`src/rtl/prog_loader.sv`:
```
// Serial program loader: receives a framed byte stream from a host and writes
// it into CPU program RAM while holding the CPU in reset.
module prog_loader #(
    parameter logic [7:0]  SYNC_BYTE = 8'hA5,
    parameter int unsigned RST_HOLD  = 2
) (
    input  logic       clk,
    input  logic       rst,
    input  logic [7:0] in_data,
    input  logic       in_valid,
    output logic       in_ready,
    output logic       prog_mode,
    output logic [3:0] ram_addr,
    output logic [7:0] ram_data,
    output logic       ram_we,
    output logic       cpu_rst_n,
    output logic       done,
    output logic       err
);

    localparam logic [2:0] IDLE    = 3'd0;
    localparam logic [2:0] COUNT   = 3'd1;
    localparam logic [2:0] DATA    = 3'd2;
    localparam logic [2:0] WRITE   = 3'd3;
    localparam logic [2:0] CHECK   = 3'd4;
    localparam logic [2:0] RELEASE = 3'd5;

    localparam logic [3:0] HOLD_LAST = 4'(RST_HOLD - 1);

    logic [2:0] state_q, state_d;
    logic       prog_q, prog_d;
    logic [4:0] idx_q, idx_d;
    logic [4:0] n_q, n_d;
    logic [7:0] data_q, data_d;
    logic       we_q, we_d;
    logic       cpu_q, cpu_d;
    logic       done_q, done_d;
    logic       err_q, err_d;
    logic [7:0] sum_q, sum_d;
    logic [3:0] hold_q, hold_d;
    logic       acc;

    assign in_ready  = (state_q != WRITE) && (state_q != RELEASE);
    assign acc       = in_valid && in_ready;
    assign prog_mode = prog_q;
    assign ram_addr  = idx_q[3:0];
    assign ram_data  = data_q;
    assign ram_we    = we_q;
    assign cpu_rst_n = cpu_q;
    assign done      = done_q;
    assign err       = err_q;

    always_comb begin
        state_d = state_q;
        prog_d  = prog_q;
        idx_d   = idx_q;
        n_d     = n_q;
        data_d  = data_q;
        we_d    = 1'b0;
        cpu_d   = cpu_q;
        done_d  = 1'b0;
        err_d   = err_q;
        sum_d   = sum_q;
        hold_d  = hold_q;
        unique case (state_q)
            IDLE: begin
                if (acc && in_data == SYNC_BYTE) begin
                    state_d = COUNT;
                    prog_d  = 1'b1;
                    cpu_d   = 1'b0;
                    err_d   = 1'b0;
                    sum_d   = 8'd0;
                end
            end
            COUNT: begin
                if (acc) begin
                    // a zero count field encodes a full 16-byte image
                    n_d     = (in_data[3:0] == 4'd0) ? 5'd16
                                                     : {1'b0, in_data[3:0]};
                    idx_d   = 5'd0;
                    state_d = DATA;
                end
            end
            DATA: begin
                if (acc) begin
                    data_d  = in_data;
                    sum_d   = sum_q + in_data;
                    we_d    = 1'b1;
                    state_d = WRITE;
                end
            end
            WRITE: begin
                idx_d   = idx_q + 5'd1;
                state_d = (idx_q + 5'd1 == n_q) ? CHECK : DATA;
            end
            CHECK: begin
                if (acc) begin
                    prog_d = 1'b0;
                    if (in_data == sum_q) begin
                        state_d = RELEASE;
                        hold_d  = 4'd0;
                    end else begin
                        err_d   = 1'b1;
                        state_d = IDLE;
                    end
                end
            end
            RELEASE: begin
                if (hold_q == HOLD_LAST) begin
                    cpu_d   = 1'b1;
                    done_d  = 1'b1;
                    state_d = IDLE;
                end else begin
                    hold_d = hold_q + 4'd1;
                end
            end
            default: state_d = IDLE;
        endcase
    end

    always_ff @(posedge clk or negedge rst) begin
        if (!rst) begin
            state_q <= IDLE;
            prog_q  <= 1'b0;
            idx_q   <= 5'd0;
            n_q     <= 5'd0;
            data_q  <= 8'd0;
            we_q    <= 1'b0;
            cpu_q   <= 1'b1;
            done_q  <= 1'b0;
            err_q   <= 1'b0;
            sum_q   <= 8'd0;
            hold_q  <= 4'd0;
        end else begin
            state_q <= state_d;
            prog_q  <= prog_d;
            idx_q   <= idx_d;
            n_q     <= n_d;
            data_q  <= data_d;
            we_q    <= we_d;
            cpu_q   <= cpu_d;
            done_q  <= done_d;
            err_q   <= err_d;
            sum_q   <= sum_d;
            hold_q  <= hold_d;
        end
    end

endmodule

```
`config.mk`:
```
export PLATFORM = sky130hd
export DESIGN_NAME = prog_loader
export DESIGN_NICKNAME = d
export VERILOG_FILES = /design/src/rtl/prog_loader.sv
export SDC_FILE = /design/constraint.sdc
export NUM_CORES = 1
export LEC_CHECK = 0
export ABC_AREA = 1
export CAP_MARGIN = 15
export CORE_ASPECT_RATIO = 1.4
export CORE_MARGIN = 5
export CORE_UTILIZATION = 35
export DETAILED_ROUTE_END_ITERATION = 12
export RECOVER_POWER = 25
export SLEW_MARGIN = 20
export SYNTH_ARGS = -nofsm -noshare
export SYNTH_HDL_FRONTEND = slang
export SYNTH_SLANG_ARGS = --single-unit
```
`constraint.sdc`:
```
create_clock -name clk -period 1.4 [get_ports clk]
set_input_delay 0.14 -clock clk [delete_from_list [all_inputs] [get_ports clk]]
set_output_delay 0.14 -clock clk [all_outputs]
set_load 0.01 [all_outputs]
```
# ---- Yosys cells after proc, flatten, opt, wreduce, memory -nomap -nowiden
# Index checks and enable logic that the tools add are counted.
dict set report word_totals {
  out_inout_bits 18
  ff_bits 38
  mem_bits_rw 0
  romBits 0
  memories 0
  input_bits 11
  word_cells 83
  latchBits 0
}
dict set report op_classes {
  n_shift 0
  n_reduce_logical 19
  n_addsub 3
  n_div 0
  n_bitwise 0
  eq_ne 19
  order_cmp 0
  mul 0
  mux 31
}
# op count
set ops {}
lappend ops {{$mux W3} 7}
lappend ops {{$pmux W3 S6} 1}
lappend ops {{$mux W8} 2}
lappend ops {{$ne A2 B2 Y1 const B} 8}
lappend ops {{$pmux W8 S2} 1}
lappend ops {{$mux W4} 3}
lappend ops {{$mux W1} 10}
lappend ops {{$mux W5} 2}
lappend ops {{$pmux W5 S2} 1}
lappend ops {{$reduce_bool A2 Y1} 5}
lappend ops {{$reduce_and A3 Y1} 3}
lappend ops {{$add A8 B8 Y8} 1}
lappend ops {{$eq A8 B8 Y1} 1}
lappend ops {{$eq A8 B8 Y1 const B} 1}
lappend ops {{$pmux W4 S2} 1}
lappend ops {{$reduce_and A4 Y1} 2}
lappend ops {{$eq A3 B2 Y1 const B} 2}
lappend ops {{$eq A3 B3 Y1 const B} 2}
lappend ops {{$pmux W1 S2} 3}
lappend ops {{$reduce_and A2 Y1} 3}
lappend ops {{$add A5 B1 Y5 const B} 1}
lappend ops {{$eq A5 B5 Y1} 1}
lappend ops {{$reduce_and A5 Y1} 1}
lappend ops {{$add A4 B1 Y4 const B} 1}
lappend ops {{other kinds (7)} 9}

# ---- Logic depth before layout (Yosys ltp)
dict set report logic_depth {
  depth_word 6
  ltp_mapped 11
  ltp_nobuf 11
}

# ---- Least setup slack after synthesis
# OpenSTA, ideal clock, no wires.
dict set report synth_path {
  path_type {flip-flop to flip-flop}
  startpoint {reg sum_q[5]}
  endpoint {reg hold_q[0]}
  path_stages_with_launch 11
  slack_ps -130
  arrival_time_ps 1412
  setup_ps 118
  path_buffers 1
  period_less_slack_ps 1530
  cell_sequence {dfrtp_1 ha_1 clkbuf_1 nor2_1 nand2_1 nor2_1 nand2_1 nor2_4 o21ai_2 nand3_1 nand2_1}
}
dict set report synth_via {
  elab_chain_len 3
}
# item line
set synth_lines {}
lappend synth_lines {{start: declaration} 39} ;# logic [7:0] sum_q, sum_d;
lappend synth_lines {{start signal: assignment} 144} ;# sum_q <= sum_d;
lappend synth_lines {{$eq A8 B8 Y1} 99} ;# if (in_data == sum_q) begin
lappend synth_lines {{$ne A2 B2 Y1 (no source line)} -}
lappend synth_lines {{$reduce_and A4 Y1 (no source line)} -}
lappend synth_lines {{end signal: assignment} 145} ;# hold_q <= hold_d;
lappend synth_lines {{end: declaration} 40} ;# logic [3:0] hold_q, hold_d;
# Every way passes these cells.
# A chain may end at the register's enable or synchronous reset.

# ---- Worst setup path after layout
dict set report layout_path {
  startpoint {reg state_q[0]}
  endpoint {reg state_q[2]}
}
dict set report layout_via {
  elab_chain_len 6
  word_cells_on_any_way 18
  classes_between {eq/ne (12); mux (1); reduce/logical (5)}
}
# item line
set layout_lines {}
lappend layout_lines {{start: declaration} 30} ;# logic [2:0] state_q, state_d;
lappend layout_lines {{start signal: assignment} 135} ;# state_q <= state_d;
lappend layout_lines {{$ne A3 B2 Y1 / $ne A3 B3 Y1 (equally long branches)} 43} ;# assign in_ready = (state_q != WRITE) && (state_q != RELEASE);
lappend layout_lines {{$logic_and A1 B1 Y1} 43}
lappend layout_lines {{$logic_and A1 B1 Y1} 44} ;# assign acc = in_valid && in_ready;
lappend layout_lines {{$logic_and A1 B1 Y1} 67} ;# if (acc && in_data == SYNC_BYTE) begin
lappend layout_lines {{$ne A2 B2 Y1 (no source line)} -}
lappend layout_lines {{$reduce_and A5 Y1 (no source line)} -}
# Several ways; a longest one is shown, not always the timed one.

==> results by group <==
Outcome
  • Status: finished, violations left
  • Violations in the final reports: negative setup slack

Worst setup path
  • Slowest library cell on the worst path: dfrtp_1
  • Worst setup EP type: flop
  • Type of the worst setup path: flop to flop
  • Worst-case reg-to-reg path depth: 7
  • Critical Path RT: 1.62 ns
  • Highest fanout seen on the critical path: 4
  • Top cell by count, worst path: buf_4
  • Arrival time reported for the critical path endpoint: 1.75 ns
  • Startpoint types: flop
  • CP max stage delay: 0.43 ns
  • Cell-by-cell trace of the critical path: buf_6 > or2_4 > buf_4 > nor2_4 > buf_4 > nor2_1 > a21oi_2

Pwr
  • Net Sw Power: 2960 µW
  • Total leakage power: 0.00179 µW
  • Power consumption: 7210 µW
  • Clock network fraction of design power: 13.5%
  • Switching power as a share of total power: 41.1%
  • Part of the power in registers: 25.8%
  • Maximum vdd ir drop: 0.00129 V
  • Power density over cell area: 1990 nW/µm²
  • Portion of total power attributed to combinational logic: 60.8%
  • Cell internal power dissipation: 4240 µW

Clocking
  • Source-to-sink clock delay at the later pin of the worst-skew pair: 0.29 ns
  • Inserted Clock Buffers: 5
  • Clock tree buffer depth: 2
  • Clock slew seen by the registers of the worst setup and hold paths: 0.08 ns
  • Number of levels the H-tree was split into: 2
  • # clock sinks: 38
  • CTS tree: built
  • Clk Tree Root Cell: clkbuf_8

Final layout
  • Utilization after layout: 58.4%
  • Ratio of cells with drive above 1 in the final layout: 43.2%
  • N_diodes: 0
  • Leading cell type in the layout, fill and taps excluded: nand2_1
  • Final cell count without fillers: 456
  • Total Nets Final: 406
  • Most used cells in the layout excluding fill and tap cells: nand2_1, buf_4, dfrtp_1
  • Area growth from synthesis to layout: 63.3%

Synthesis
  • Primary flip-flop cell chosen by synthesis mapping: dfrtp_1
  • Synthesized cell area: 2220 µm²
  • Average footprint of a synthesized cell: 7.73 µm²
  • Sequential element share of the synthesized area: 42.9%
  • Number of flops mapped to enable cells by yosys: 0
  • Number of distinct library cells after synthesis: 37
  • Number of storage elements in the synthesis netlist: 38
  • Synthesized instance count: 287
  • Share of flip-flops with an asynchronous set or reset: 100%
  • Warnings from Yosys: 0
  • Post-Syn Nets: 309

Place
  • Inst Count DP: 428
  • # port buffers: 28
  • Worst slack, placed: -0.452 ns
  • Weighted congestion at the end of routability-driven global placement: 0.905
  • Half-perimeter wire length of the detailed placement result: 4.27 mm

Routing
  • Wire length per cell: 14.1 µm
  • Starting DRC count in detailed routing: 96
  • Vias per inst: 4.94
  • Vias: 2253
  • DRC Markers: 0
  • Initial DRT Pass Iterations: 4
  • Total wire length after detailed routing: 6.44 mm
  • Final ANT Viol Nets: 0

STA
  • Count of endpoints failing hold in the final timing report: 0
  • Number of failing setup endpoints in the final timing report: 27
  • Slew of the pin with the lowest slew margin: 0.874 ns
  • Clock period minus worst slack: 1.53 ns
  • Total count of max-transition violations in the final report: 0
  • Setup TNS after final layout: -1.82 ns
  • Minimum setup slack in the final design: -0.128 ns
  • Clock tree skew after final layout: 0.00237 ns
  • Unrepaired setup endpoints after global routing: yes
  • Relative slew slack: 41.7%
  • Highest attainable clock frequency: 654 MHz
  • Final period utilization: 109%

Floorplan
  • Initial core utilization: 35.7%
  • Placeable core area: 6210 µm²
  • Die X-Extent: 77.3 µm
  • IO Pins: 29
  • Die span in y: 104 µm
  • Total die area: 8060 µm²
  • Number of core rows: 34

Global route
  • Maximum number of pins on one net before global-route repair: 39
  • Global-route wire length before repair: 9.90 mm
  • Global-route usage over all layers: 15.2%
  • Number of antenna violations at the first check in global routing: 0
  • Total grt overflow: 0
  • Vias in the first global route: 2257

Flow run
  • Max capacitance violation total: 0

Worst hold path
  • Class of the tightest hold or removal check: input pin to flop
  • Number of cells traversed by the worst hold path: 4
[state kept, by name, summed over array words and instances (netlist names)]
| signal | flops |
|---|---|
| cpu_rst_n | 1 |
| ram_we | 1 |
| err | 1 |
| prog_mode | 1 |
| state_q | 3 |
| done | 1 |
| idx_q | 5 |
| hold_q | 4 |
| ram_data | 8 |
| sum_q | 8 |
| n_q | 5 |
[cell usage after synthesis (2+ instances only)]
master / instances / area share, %
o21ai_1: 14 / 3.2
buf_4: 4 / 1.4
a31o_2: 2 / 0.79
nand2_2: 3 / 0.85
a21oi_1: 4 / 0.90
xor2_1: 2 / 0.79
o22ai_1: 3 / 0.85
ha_1: 10 / 5.6
a31oi_1: 2 / 0.56
nor2_1: 24 / 4.1
nand3_2: 3 / 1.4
nor2_2: 3 / 0.85
buf_2: 2 / 0.45
nand2_1: 80 / 14
o21ai_0: 7 / 1.6
dfrtp_1: 37 / 42
nor3_1: 4 / 0.90
clkbuf_1: 2 / 0.34
nand4_1: 11 / 3.1
xnor2_1: 2 / 0.79
inv_1: 30 / 5.1
inv_2: 5 / 0.85
nand3_1: 19 / 4.3
[through the flow]
stage / cell area, µm² / hold WS, ns
after floorplan: 2240 / -0.156
after global placement: 2910 / 0.227
after detailed placement: 2910 / 0.222
after CTS: 3350 / 0.328
after global routing: 3620 / 0.350
final: 3620 / 0.323
[layer usage]
| metal | track usage, % | vias up | wire length [µm] |
|---|---|---|---|
| met5 | 0 | - | 0 |
| met4 | 6.27 | 0 | 170 |
| met3 | 2.60 | 15 | 207 |
| met2 | 28.0 | 44 | 3610 |
| met1 | 16.7 | 1073 | 2450 |
| li1 | - | 1121 | - |
[power by group through the flow]
stage               clock (µW)  combinational [µW]  sequential, µW
floorplan                    0                1810            1860
global placement             0                3170            1800
detailed placement           0                3220            1820
CTS                        988                3810            1830
global route              1030                4790            1910
finish                     970                4380            1860
[critical path, delay by kind of cell (launching register included)]
family / cells / cell delay (ns)
DFF: 1 / 0.43
and+or+nand+nor: 3 / 0.46
buffers and inverters: 3 / 0.45
AOI/OAI and AO/OA: 1 / 0.12
[repair_timing]
item / CTS / global route
buffers inserted: 9 / 10
hold buffers: 1 / 0
gates resized for setup: 57 / 57
endpoints found under the setup margin: 27 / 33
pin swaps: 15 / 15
gates cloned: 0 / 1
endpoints found under the hold margin: 37 / 0
[worst paths after layout]
path	from	to	slack [ns]
max in group asynchronous	rst	idx_q[2]	0.22
min in group asynchronous	rst	sum_q[4]	0.56
setup reg to reg	state_q[0]	state_q[2]	-0.13
setup / recovery	state_q[0]	state_q[2]	-0.13
hold reg to reg	ram_data[1]	ram_data[1]	0.49
hold / removal	in_data[2]	n_q[2]	0.32
[final cells by class]
class                           instances  area [µm²]
Clock buffer                            6        82.6
Clock inverter                          1        30.0
Inverter                               36         148
Sequential cell                        38         955
Timing Repair inverter                  1        11.3
Multi-Input combinational cell        204        1460
Fill cell                             526        2590
Tap cell                               72        90.1
Timing Repair Buffer                   98         853
[cells by family after synthesis]
kind of cell / after synthesis / synth area share (%)
simple gates: 152 / 30.6
buf+inv: 45 / 8.74
flops: 38 / 42.9
compound gates: 37 / 9.70
fa+ha+maj: 11 / 6.54
xor+xnor: 4 / 1.58
Note: power is estimated with default switching activity, not from simulation.
